**src/rtl/acc_processor_param.sv**
```systemverilog
// -----------------------------------------------------------------------------
// acc_processor_param
// Parametrised single-accumulator processor: accumulator A, carry C, PC, IR
// and one unified synchronous-read RAM shared by code and data. A program is
// written into RAM through the loader port while init=1; dropping init starts
// execution at address 0. Console I/O uses ready/valid handshakes.
//
// Instruction word: {opcode[DATA_W-1:DATA_W-4], ..., addr[ADDR_W-1:0]};
// the bits between opcode and addr are ignored. Requires DATA_W >= ADDR_W+4.
//
// Ports
//   clk, reset          rising-edge clock, async active-high reset
//   init                program-load mode; core held and cleared
//   prog_we/addr/data   loader write port (accepted only while init=1)
//   in, in_valid        input operand for IN; in_ready high while IN waits
//   out, out_valid      output register written by OUT; out_ready accepts
//   halt                set by HALT, cleared by reset or init
//   dbg_pc/ir/acc       debug taps of PC, IR and A
// -----------------------------------------------------------------------------
module acc_processor_param #(
  parameter int DATA_W = 12,
  parameter int ADDR_W = 8
) (
  input  logic              clk,
  input  logic              reset,
  input  logic              init,
  input  logic              prog_we,
  input  logic [ADDR_W-1:0] prog_addr,
  input  logic [DATA_W-1:0] prog_data,
  input  logic [DATA_W-1:0] in,
  input  logic              in_valid,
  output logic              in_ready,
  output logic [DATA_W-1:0] out,
  output logic              out_valid,
  input  logic              out_ready,
  output logic              halt,
  output logic [ADDR_W-1:0] dbg_pc,
  output logic [DATA_W-1:0] dbg_ir,
  output logic [DATA_W-1:0] dbg_acc
);

  localparam int DEPTH = 2 ** ADDR_W;

  typedef enum logic [2:0] {
    S_LOAD, S_FETCH, S_DECODE, S_EXEC, S_IN_WAIT, S_OUT_WAIT, S_HALTED
  } state_t;

  typedef enum logic [3:0] {
    OP_LDA = 4'h0, OP_STA, OP_ADD, OP_SUB, OP_AND, OP_OR, OP_IN, OP_OUT,
    OP_JMP, OP_JZ, OP_JP, OP_JC, OP_INC, OP_DEC, OP_NOP, OP_HALT
  } op_t;

  state_t state, state_nx;

  logic [ADDR_W-1:0] pc;
  logic [DATA_W-1:0] ir, acc;
  logic              c;

  // RAM and its port controls
  logic [DATA_W-1:0] mem [DEPTH];
  logic [DATA_W-1:0] q;
  logic [ADDR_W-1:0] raddr, waddr;
  logic [DATA_W-1:0] wdata;
  logic              ram_we;
  logic              out_wr;

  op_t               ir_op;
  logic [ADDR_W-1:0] ir_addr;

  assign ir_op   = op_t'(ir[DATA_W-1 -: 4]);
  assign ir_addr = ir[ADDR_W-1:0];

  // ---------------------------------------------------------------------------
  // State register. Reset lands in FETCH; if init is already high the first
  // edge moves to LOAD, and loader writes are accepted in any state while init
  // is high, so a loader holding init through reset loses nothing. This keeps
  // the async reset value a constant.
  // ---------------------------------------------------------------------------
  always_ff @(posedge clk or posedge reset) begin
    if (reset) state <= S_FETCH;
    else       state <= state_nx;
  end

  // ---------------------------------------------------------------------------
  // Next state, RAM addressing and handshake strobes
  // ---------------------------------------------------------------------------
  always_comb begin
    state_nx = state;
    raddr    = pc;
    ram_we   = 1'b0;
    waddr    = prog_addr;
    wdata    = prog_data;
    in_ready = 1'b0;
    out_wr   = 1'b0;
    if (init) begin
      // init aborts whatever is in flight; no STA write, no I/O transfer
      state_nx = S_LOAD;
      ram_we   = prog_we;
    end else begin
      case (state)
        S_LOAD:   state_nx = S_FETCH;
        S_FETCH:  state_nx = S_DECODE;
        S_DECODE: begin
          // operand read is issued from the word arriving now, one cycle
          // before it lands in IR
          raddr    = q[ADDR_W-1:0];
          state_nx = S_EXEC;
        end
        S_EXEC: begin
          state_nx = S_FETCH;
          case (ir_op)
            OP_STA: begin
              ram_we = 1'b1;
              waddr  = ir_addr;
              wdata  = acc;
            end
            OP_IN: begin
              in_ready = 1'b1;
              if (!in_valid) state_nx = S_IN_WAIT;
            end
            OP_OUT: begin
              if (!out_valid || out_ready) out_wr   = 1'b1;
              else                         state_nx = S_OUT_WAIT;
            end
            OP_HALT: state_nx = S_HALTED;
            default: ;
          endcase
        end
        S_IN_WAIT: begin
          in_ready = 1'b1;
          if (in_valid) state_nx = S_FETCH;
        end
        S_OUT_WAIT: begin
          if (out_ready) begin
            out_wr   = 1'b1;
            state_nx = S_FETCH;
          end
        end
        S_HALTED: ;
        default:  state_nx = S_FETCH;
      endcase
    end
    // a reset arriving on the write edge must not commit a store
    if (reset) ram_we = 1'b0;
  end

  // ---------------------------------------------------------------------------
  // Datapath registers
  // ---------------------------------------------------------------------------
  always_ff @(posedge clk or posedge reset) begin
    if (reset) begin
      pc        <= '0;
      ir        <= '0;
      acc       <= '0;
      c         <= 1'b0;
      out       <= '0;
      out_valid <= 1'b0;
      halt      <= 1'b0;
    end else if (init || state == S_LOAD) begin
      pc        <= '0;
      acc       <= '0;
      c         <= 1'b0;
      out_valid <= 1'b0;
      halt      <= 1'b0;
    end else begin
      // output register: a same-cycle accept and write leaves valid high
      if (out_wr) begin
        out       <= acc;
        out_valid <= 1'b1;
      end else if (out_ready) begin
        out_valid <= 1'b0;
      end

      if (in_ready && in_valid) acc <= in;

      case (state)
        S_DECODE: begin
          ir <= q;
          pc <= pc + ADDR_W'(1);
        end
        S_EXEC: begin
          case (ir_op)
            OP_LDA: acc <= q;
            OP_ADD: {c, acc} <= {1'b0, acc} + {1'b0, q};
            OP_SUB: begin
              acc <= acc - q;
              c   <= (acc >= q);
            end
            OP_AND: acc <= acc & q;
            OP_OR:  acc <= acc | q;
            OP_JMP: pc <= ir_addr;
            OP_JZ:  if (acc == '0) pc <= ir_addr;
            OP_JP:  if (acc != '0 && !acc[DATA_W-1]) pc <= ir_addr;
            OP_JC:  if (c) pc <= ir_addr;
            OP_INC: {c, acc} <= {1'b0, acc} + (DATA_W+1)'(1);
            OP_DEC: begin
              acc <= acc - DATA_W'(1);
              c   <= (acc != '0);
            end
            OP_HALT: halt <= 1'b1;
            default: ;
          endcase
        end
        default: ;
      endcase
    end
  end

  // ---------------------------------------------------------------------------
  // Unified RAM, synchronous read, not cleared by reset
  // ---------------------------------------------------------------------------
  always_ff @(posedge clk) begin
    if (ram_we) mem[waddr] <= wdata;
    q <= mem[raddr];
  end

  assign dbg_pc  = pc;
  assign dbg_ir  = ir;
  assign dbg_acc = acc;

endmodule

```
**config.mk**
```make
export PLATFORM = sky130hd
export DESIGN_NAME = acc_processor_param
export DESIGN_NICKNAME = d
export VERILOG_FILES = /design/src/rtl/acc_processor_param.sv
export SDC_FILE = /design/constraint.sdc
export NUM_CORES = 2
export LEC_CHECK = 0
export ABC_AREA = 1
export CELL_PAD_IN_SITES_DETAIL_PLACEMENT = 2
export CELL_PAD_IN_SITES_GLOBAL_PLACEMENT = 2
export CORE_ASPECT_RATIO = 0.8
export CORE_MARGIN = 2
export CORE_UTILIZATION = 32
export DETAILED_ROUTE_END_ITERATION = 10
export GPL_ROUTABILITY_DRIVEN = 0
export PLACE_DENSITY_LB_ADDON = 0.1
export SLEW_MARGIN = 40
export SYNTH_ARGS = -nofsm -noshare
export SYNTH_HDL_FRONTEND = slang
export SYNTH_SLANG_ARGS = --single-unit
```
**constraint.sdc**
```tcl
create_clock -name clk -period 12.6 [get_ports clk]
set_input_delay 2.52 -clock clk [delete_from_list [all_inputs] [get_ports clk]]
set_output_delay 2.52 -clock clk [all_outputs]
set_load 0.05 [all_outputs]
```
==> key figures <==
Run status
  – Status: completed

Clock network
  – Post-CTS Hold Buffers: 0
  – CTS tree: built
  – Clock Latency Late Sink: 0.98 ns
  – CTS resizes: 0
  – Setup bufs post-CTS: 0
  – Root buffer cell: clkbuf_16
  – Longest Clk Path Bufs: 4
  – H-tree depth: 5
  – Reg clk slew, reported paths: 0.06 ns
  – CTS Sinks: 3,134
  – TritonCTS buffer count: 356

STA
  – Clock skew: 0.04525 ns
  – Tcrit/Tclk final: 67.82%
  – Achievable Freq: 0.1170 GHz
  – Max transition margin: 34.02%
  – Fin. max-slew vios: 0
  – Slew @ Worst Pin: 0.9897 ns
  – RSZ-0062 raised after global routing: no
  – Count of final hold-check violations: 0
  – Setup-failing EPs final: 0
  – Final Critical Period: 8.545 ns

Worst setup path
  – Reg2reg path depth: 18
  – Critical path endpoint category: register
  – CP Max Fanout: 150
  – Worst EP required: 13.45 ns
  – R2R Path Start: state[0]$_DFFE_PP1P_
  – R2R setup slack: 5.81 ns
  – CP arrival: 9.40 ns
  – Crit path kind: input pin to register
  – Kind of start point of the critical path: input pin
  – Worst r2r dst: q[6]$_DFF_P_

Yosys
  – Largest cells by area after synthesis: edfxtp_1 67%, nand3_1 9.4%, nand2_1 8.2%
  – Share of the synthesized area in the top cell type: 66.88%
  – Syn nets: 12,780
  – Share of synthesized flip-flops with an asynchronous set or reset: 1.595%
  – Cells after synthesis: 12,690
  – Most frequent cell after synthesis: edfxtp_1
  – Register area share after synthesis: 67.96%
  – Area leader, netlist: edfxtp_1
  – Yosys reg bits: 3,134
  – Post-synth top cells: 3,072 x edfxtp_1, 3,030 x nand2_1, 2,582 x nand3_1
  – Syn_area_per_cell: 10.87 um2
  – Warnings, synthesis: 0
  – Primary FF master, synth: edfxtp_1
  – Distinct cell type count after synthesis: 56
  – Number of enable flip-flop cells after synthesis: 3,072
  – Synthesized cell area: 137,900 um2

Drt
  – Initial DRT Pass Iterations: 5
  – First DRT Iteration DRCs: 8,546
  – Post-route ant nets: 0
  – Vias per cell: 5.289
  – # DRC: 0
  – Routed wire length: 551,600 um
  – Detail-routed net length per standard cell: 29.45 um
  – Vias post-DR: 99,050

Final layout
  – Final Instance Area: 157,700 um2
  – Layout cells sized above 1: 8.014%
  – Area Overhead vs Synth: 14.35%
  – Final Non-Filler Cells: 18,730
  – Final net count: 12,770

Global route
  – Vias in the first global route: 104,800
  – Initial antenna violation count: 32
  – Largest net degree at the start of global routing: 169
  – First-pass GRT wire length: 791,600 um
  – Gr ovfl total: 0
  – GRT Overall Usage: 24.88%

Floorplanning
  – Row cnt: 215
  – Chip height: 591.2 um
  – Die area: 436,300 um2
  – Die span in x: 738.0 um
  – I/O Pins: 85
  – Initial Util: 32.15%
  – CORE AREA: 429,100 um2

Pwr
  – Max VDD drop: 111.4 uV
  – LEAKAGE: 59.32 nW
  – PD cells: 168.8 nW/um2
  – Design Power: 26.63 mW

Hold path
  – Endpoint, Worst Hold: out[1]$_DFFE_PP0P_
  – HP Start: out[1]$_DFFE_PP0P_
  – Hold Path Class: register to register
  – WHS Path Cells: 2

Place
  – Placed insts: 18,060
  – Post-DP HPWL: 321,900 um
  – Placed cell areas: 146,300 um2
  – Port Buffer Count: 84

Run
  – Maxcap violations: 0
## power by group
group	internal, mW	leakage (nW)	switching (mW)
logic	1.09	25.6	3.70
clock network	5.70	5.34	4.46
registers	11.5	28.4	0.155
## cell type report
type,count,area (um2)
clock inverters,179,1379
diodes,11,27.53
inverters,1556,5883
flip-flops and latches,3134,93740
clock buffers,461,9535
well taps,5750,7194
fillers,44820,271300
repair buffers,442,4377
multi-input cells,7193,35590
## worst max path at each step
stage,from,end,slack [ns],cells after the start
6_report,init,q[6]$_DFF_P_,4.06,19
5_1_grt,init,q[6]$_DFF_P_,3.90,19
4_1_cts,init,q[6]$_DFF_P_,4.36,17
3_5_place_dp,init,q[6]$_DFF_P_,3.27,17
3_3_place_gp,init,q[7]$_DFF_P_,3.33,18
2_1_floorplan,init,mem[0][0]$_DFFE_PP_,-2.68,7
## metrics by stage
step	TNS (ns)	hold WS (ns)	setup WS, ns	utilization, %
floorplan	-3434.22	0.4550	-2.684	-
global placement	0	0.4718	3.326	33.91
detailed placement	0	0.4816	3.269	34.10
CTS	0	0.4992	4.365	36.64
global route	0	0.5250	3.896	36.75
finish	0	0.4972	4.055	36.76
## cells in the final DEF, fill, tap and decap left out, drive strengths merged, types with 3 or more instances in the layout
cell / n
dfrtp: 49
clkinv: 151
o221ai: 6
nor2: 337
ha: 44
dfxtp: 12
nand4: 9
o2111ai: 8
nand3: 2583
nand2: 3048
buf: 358
clkdlybuf4s50: 84
nand3b: 746
bufinv: 19
o22ai: 5
diode: 11
clkinvlp: 6
a21boi: 3
o211ai: 161
edfxtp: 3072
nor3: 17
inv: 1559
or2: 11
a221oi: 5
o21ai: 120
a21oi: 60
a31oi: 7
clkbuf: 461
## registers in the layout, summed over array words and instances (netlist names)
register,flops
c,1
dbg_acc,12
dbg_ir,12
dbg_pc,8
halt,1
mem,3072
out,12
out_valid,1
q,12
state,3
## kinds of logic after synthesis
family | Yosys count | share of synthesized area (%)
flip-flops | 3134 | 67.96
buffers and inverters | 2367 | 6.875
AND/OR/NAND/NOR | 6754 | 22.89
adder cells (fa/ha/maj) | 46 | 0.4282
AO/OA/AOI/OAI | 390 | 1.827
XOR/XNOR | 3 | 0.01905
## layer usage
| metal | GRT usage [%] | routed length, um | vias to the layer above |
|---|---|---|---|
| met4 | 5.721 | 12990 | 2 |
| met3 | 2.579 | 24090 | 593 |
| met5 | 0 | 11 | - |
| met2 | 39.67 | 252200 | 2192 |
| li1 | - | - | 43350 |
| met1 | 36.53 | 262300 | 52910 |
## critical path, cell delays in order
cell,delay [ns]
clkdlybuf4s50_1,0.66
inv_2,0.16
nand3_2,0.32
nand2_8,0.35
nand2_8,0.46
buf_16,0.34
buf_12,0.30
buf_16,0.36
buf_12,0.55
buf_4,0.69
nand2_1,0.11
nand3_1,0.10
nand3_1,0.26
nand3_1,0.20
nand3_1,0.16
nand3_1,0.28
nand3_1,0.41
nand3_1,0.54
nand2_1,0.09
Power figures use the tool's default switching activity.
